===== src/rtl/regfile_mp.sv =====
// regfile_mp: parametrised multi-port register file with stall/flush-aware registered reads,
// same-cycle write-to-read bypass and an optional one-entry-per-cycle clear engine.
package regfile_mp_pkg;
    typedef struct packed {
        logic stall;
        logic flush;
    } PipeControl;
endpackage

module regfile_mp
    import regfile_mp_pkg::*;
#(
    parameter  int XLEN      = 32,
    parameter  int NREG      = 32,
    parameter  int NRD       = 2,
    parameter  int NWR       = 1,
    parameter  int ZERO_REG  = 1,
    parameter  int SEQ_CLEAR = 0,
    localparam int AW        = $clog2(NREG)
) (
    input  logic                 clk,
    input  logic                 rst,
    input  PipeControl           pipe,
    input  logic [NRD*AW-1:0]    rd_addr,
    output logic [NRD*XLEN-1:0]  rd_data,
    input  logic [NWR-1:0]       wr_en,
    input  logic [NWR*AW-1:0]    wr_addr,
    input  logic [NWR*XLEN-1:0]  wr_data,
    input  logic                 clear_req,
    output logic                 ready
);
    localparam logic [0:0] CLEAR = 1'b0;
    localparam logic [0:0] READY = 1'b1;

    logic [XLEN-1:0] mem_q [NREG];
    logic [XLEN-1:0] rd_q  [NRD];
    logic [XLEN-1:0] rd_d  [NRD];
    logic [NWR-1:0]  wr_ok;
    logic [0:0]      state_q, state_d;
    logic [AW-1:0]   idx_q, idx_d;
    logic            clr_we;

    assign ready = state_q == READY;

    // A write that is dropped here is dropped for both the array and the bypass, so they agree.
    always_comb begin
        wr_ok = '0;
        for (int j = 0; j < NWR; j++)
            wr_ok[j] = wr_en[j] && ready && !(ZERO_REG != 0 && wr_addr[j*AW +: AW] == '0);
    end

    // Later assignments override earlier ones, giving flush > stall > not-ready > x0 > bypass > array.
    always_comb begin
        for (int i = 0; i < NRD; i++) begin
            rd_d[i] = mem_q[rd_addr[i*AW +: AW]];
            for (int j = 0; j < NWR; j++)
                if (wr_ok[j] && wr_addr[j*AW +: AW] == rd_addr[i*AW +: AW])
                    rd_d[i] = wr_data[j*XLEN +: XLEN];
            if (!ready || (ZERO_REG != 0 && rd_addr[i*AW +: AW] == '0))
                rd_d[i] = '0;
            if (pipe.stall)
                rd_d[i] = rd_q[i];
            if (pipe.flush)
                rd_d[i] = '0;
        end
    end

    always_ff @(posedge clk) begin
        for (int i = 0; i < NRD; i++)
            rd_q[i] <= rst ? '0 : rd_d[i];
    end

    for (genvar i = 0; i < NRD; i++) begin : g_rd
        assign rd_data[i*XLEN +: XLEN] = rd_q[i];
    end

    // Exit is checked before the increment, so idx never wraps past NREG-1.
    always_comb begin
        state_d = state_q;
        idx_d   = idx_q;
        clr_we  = 1'b0;
        if (SEQ_CLEAR == 0) begin
            state_d = READY;
        end else if (state_q == CLEAR) begin
            clr_we = 1'b1;
            if (idx_q == AW'(NREG - 1))
                state_d = READY;
            else
                idx_d = idx_q + AW'(1);
        end else if (clear_req) begin
            state_d = CLEAR;
            idx_d   = '0;
        end
    end

    always_ff @(posedge clk) begin
        if (rst) begin
            state_q <= CLEAR;
            idx_q   <= '0;
        end else begin
            state_q <= state_d;
            idx_q   <= idx_d;
        end
    end

    // Highest-index port is written last and wins; the clear write lands after all ports.
    always_ff @(posedge clk) begin
        if (rst) begin
            if (SEQ_CLEAR == 0)
                for (int r = 0; r < NREG; r++)
                    mem_q[r] <= '0;
        end else begin
            for (int j = 0; j < NWR; j++)
                if (wr_ok[j])
                    mem_q[wr_addr[j*AW +: AW]] <= wr_data[j*XLEN +: XLEN];
            if (clr_we)
                mem_q[idx_q] <= '0;
        end
    end
endmodule


===== config.mk =====
export PLATFORM = sky130hd
export DESIGN_NAME = regfile_mp
export DESIGN_NICKNAME = d
export VERILOG_FILES = /design/src/rtl/regfile_mp.sv
export SDC_FILE = /design/constraint.sdc
export NUM_CORES = 2
export LEC_CHECK = 0
export ABC_AREA = 1
export BUFFER_PORTS_ARGS = -buffer_cell sky130_fd_sc_hd__buf_4
export CAP_MARGIN = 10
export CORE_MARGIN = 4
export CORE_UTILIZATION = 50
export CTS_CLUSTER_DIAMETER = 30
export DETAILED_ROUTE_END_ITERATION = 7
export HOLD_SLACK_MARGIN = 0.1
export PLACE_DENSITY = 0.63
export SLEW_MARGIN = 30
export SYNTH_ARGS = -nofsm -noshare
export SYNTH_HDL_FRONTEND = slang
export SYNTH_SLANG_ARGS = --single-unit

===== constraint.sdc =====
create_clock -name clk -period 3.9 [get_ports clk]
set_input_delay 0.78 -clock clk [delete_from_list [all_inputs] [get_ports clk]]
set_output_delay 0.78 -clock clk [all_outputs]
set_load 0.02 [all_outputs]

# Word-level counts from Yosys, hierarchy flattened
# Memory sizes are Yosys's and may differ from the RTL's.
# Index checks and enable logic that the tools add are counted.
# totals
ff_bits,1
ramBits,1088
inputBits,53
out_inout_bits,65
wordCells,36
n_memories,2
# mem_list
name,depth,word_bits,read_ports,rd_clocked_by_memory_dff,write_ports,line_no,rtl
mem_q,32,32,2,0,32,35,logic [XLEN-1:0] mem_q [NREG];
rd_q,2,32,2,0,2,36,logic [XLEN-1:0] rd_q [NRD];
# classes
eq_ne,2
mux,19
n_reduce_logical,12
# ops
cell,count
32-bit 2-to-1 mux,11
32-bit OR reduction,1
5-bit logical NOT,3
5-bit == test,2
1-bit 2-to-1 mux,7
5-bit 2-to-1 mux,1
1-bit logical AND,4
1-bit logical NOT,2
1-bit logical OR,2

# Logic depth before layout (Yosys ltp)
# logic_depth
word_depth,9
depth_mapped,14
depth_no_buf,11

# Least setup slack after synthesis
# No wires, ideal clock.
# synth_timing
path_type,input port to flip-flop
startpoint,in wr_addr[1]
endpoint,mem mem_q[5][0] (enable)
setup_ns,0.389
arrival_time_ns,2.621
required_ns,3.511
slack_ns,0.889
path_stages,10
n_path_buf,2
cell_sequence,buf_2 -> nor2_1 -> nand2_1 -> nand2_1 -> nor2_2 -> inv_1 -> nor3_4 -> nand2_1 -> buf_6 -> nand2_1
# synth_rtl
element,line_no,rtl
start: declaration,27,"input logic [NWR*AW-1:0] wr_addr,"
end: declaration,35,

==> summary.md <==
• finished, final reports clean — result of the run
• 3.013% — complex-gate fraction of the synthesized area
• 4 — buffer levels on the longest clock path
• 0 — Synth Warn #
• 19.54% — area overhead of the layout relative to synthesis
• nand2_1 — commonest non-fill, non-tap cell in the layout
• nand2_1 — Worst path most repeated cell
• 60.53% — final core utilization
• 0.04 ns — clock-pin transition on the worst setup and hold timing paths
• 0% — Post-Synth Adder-Cell Area
• 1089 — clock tree sinks
• 8393 — post-synthesis instance total
• 56152 — number of global-route vias before repair
• 9.418% — met3 Resource Use GR
• 0 — count of hold-fix buffers inserted at cts
• 0 — number of max-slew violations in the final report
• simple AND/OR/NAND/NOR gates — largest family of logic cells by synthesized area
• 241600 µm — DRT Wirelength
• 35.31% — post-synthesis share of cell area spent on and, or, nand and nor gates
• 5 — number of cells on the worst hold path
• 540.7 mW/mm² — power density cells
• 360.2 µm — Die Y-Extent
• 49.57% — share of Yosys cell area claimed by the top area cell type
• wr_data[1] — startpoint of the lowest-slack hold path
• 0.80 ns — delay of the slowest cell on the worst path
• 0 — Post-CTS Setup Inserts
• built — CTS tree
• 9 — worst-case reg-to-reg path depth
• 5.797 — vias per cell
• 23.60 µm — drt wl/cell
• 0.9664 ns — worst-margin pin slew
• 8453 — number of nets in the layout
• 0.4663 mV — worst vdd ir
• 0 ns — Sum Neg Setup Slack
• 1089 — flip-flop and latch count after synthesis
• 0.4058 GHz — achievable clock frequency
• ready — reg-to-reg critical path startpoint
• 0.04878 ns — Setup Skew
• 0 — # resized after CTS
• 3.18 ns — worst endpoint data arrival time
• input port — Critical Path Start Type
• 10239 — non-filler cells, final
• edfxtp_1 — biggest area consumer among synthesized cells
• edfxtp_1 50%, nand2_1 17%, nand3_1 9.1% — top cells by area in the synthesized netlist
• 0.06465 mm² — post-placement cell area
• clkbuf_16 — clk root buf
• 0 — number of failing hold endpoints at the final stage
• buf_4, clkinv_2, buf_4, buf_4, nand3_1, nand3_1, nand2_1, nand2_1, nand2_1, nand2_1, a21oi_1 — cells along the critical path
• input port to register — category of the most critical setup path
• 9726 — placed instance count
• 360.2 µm — horizontal die dimension
• 33.56 nW — LEAKAGE
• 8203 — first-iteration detailed-routing DRC count
• 128 — number of standard-cell rows in the floorplan
• 36.27% — GRT Resource Usage Total
• 0 — antenna violation net count after detailed routing
• 296 — clock buffers created by TritonCTS
• 44 — top fanout value on the critical path
• rd_q[0][33] — destination of the worst hold path
• 0 — total overflow reported by the global router
• 9.649% — layout cell share with drive strength beyond 1
• 0 — Setup violations, final
• 11 — Stages on worst setup path
• 0.1298 mm² — full die area
• 116 — number of port buffers
• 0.1225 mm² — core box area
• 25 — count of cell types in the netlist
• register — crit end category
• 46.75% — met1 global-route usage
• 0.91 ns — clock insertion delay at the later pin of the skew report
• 63.18% — final worst path period share
• 0% — multiplexer share of the synthesized area
• 118 — Top-Level Pins
• 5 — number of H-tree branching levels
• 352800 µm — wire length of the first global-routing pass
• 59359 — vias
• 4 — buffers plus inverters on the worst setup path
• 137000 µm — half-perimeter wire length of the detailed placement result
• mem_q[19][27] — endpoint of the most critical register-to-register path
• 7 — detailed-router iteration count before antenna repair
• 0.9263 — final weighted congestion in routability-driven placement
• 6 — number of antenna violations at the first check in global routing
• 4.62 ns — worst path required time
• input port to register — path type of the worst min-delay path
• 51.66% — portion of the post-synthesis area used by sequential elements
• 160 — largest net degree at the start of global routing
• 2.464 ns — Final Critical Period
• 0 — max-cap viol count
• buffers and inverters — Crit path max-delay family
• 0 — residual DRC count
• 0.08471% — Synth Area in XOR/XNOR
• 0.07416 mm² — area of all placed cells without fillers
• 2786 x nand2_1, 1455 x nor2_1, 1123 x nand3_1 — most frequent cells in the layout
• 1.53 ns — flop2flop setup slack
• 7.392 µm² — average footprint of a synthesized cell
• 0.06204 mm² — Netlist Area Pre-Place
• buf_4 — Slowest cell on crit path
• met2 — most used routing layer
• 54.67% — met2 Resource Use GR
• 40.10 mW — total power of the final layout
• 35.18% — relative slew slack
• no — unrepaired setup endpoints after global routing
• 50.64% — initial cell density of the core
worst reg2reg max path: cells and delay by family (launching register included):
kind,cells,cell delay (ns)
buffers and inverters,3,0.49
DFF,1,0.31
and+or+nand+nor,6,1.18
flip-flops by register name, summed over array words and instances (netlist names):
register / count
mem_q: 1024
rd_q: 64
ready: 1
metal layers:
metal / vias up / share of wire, %
li1: 26531 / -
met1: 27660 / 36
met2: 4237 / 43
met3: 927 / 13
met4: 4 / 6.9
met5: - / 0.011
per-stage QoR:
stage / hold WS, ns / worst slack [ns]
finish: 0.3120 / 1.436
global route: 0.3215 / 1.419
CTS: 0.2599 / 1.563
detailed placement: 0.4555 / 0.7095
global placement: 0.4535 / 0.7025
floorplan: 0.5345 / 0.8892
report_power, final:
group / internal, mW / total [mW] / switching [mW] / leakage, nW
sequential: 13.1 / 13.3 / 0.136 / 11.5
clock: 16.3 / 23.2 / 6.95 / 4.64
combinational: 0.895 / 3.60 / 2.71 / 17.4
cell families (layout without fill, tap and decap cells):
kind of cell,Yosys count,in the layout
XOR/XNOR,6,6
other,1,34
flip-flops,1089,1089
AND/OR/NAND/NOR,5444,5444
buffers and inverters,1510,1698
AO/OA/AOI/OAI,343,343
cell type report:
class	count	area [µm²]
Fill cell	10634	48360
Multi-Input combinational cell	5825	24130
Tap cell	1625	2033
Inverter	867	3286
Antenna cell	2	5.005
Sequential cell	1089	32050
Clock buffer	371	7949
Clock inverter	139	1531
Timing Repair Buffer	321	3173
synth_stat cells:
master,n
a21oi_1,128
buf_1,60
buf_2,276
buf_4,8
buf_6,15
clkbuf_1,284
clkinv_1,1
conb_1,1
dfxtp_1,65
edfxtp_1,1024
inv_1,863
inv_2,3
nand2_1,2845
nand2_2,2
nand3_1,1124
nand4_1,4
nor2_1,1457
nor2_2,3
nor2_4,1
nor3_1,5
nor3_4,2
o211ai_1,61
o21ai_0,154
or2_2,1
xnor2_1,6
how the worst max path moves through the flow:
stage / startpoint / endpoint / slack, ns
after detailed placement: rd_addr[2] / rd_q[0][29] / 0.71
after CTS: ready / ready / 1.56
final: rd_addr[2] / rd_q[0][6] / 1.44
after global routing: ready / mem_q[19][27] / 1.42
after floorplan: wr_addr[1] / mem_q[5][0] / 0.89
after global placement: rd_addr[2] / rd_q[0][0] / 0.70
No activity file was read; power rests on OpenSTA's default activity.
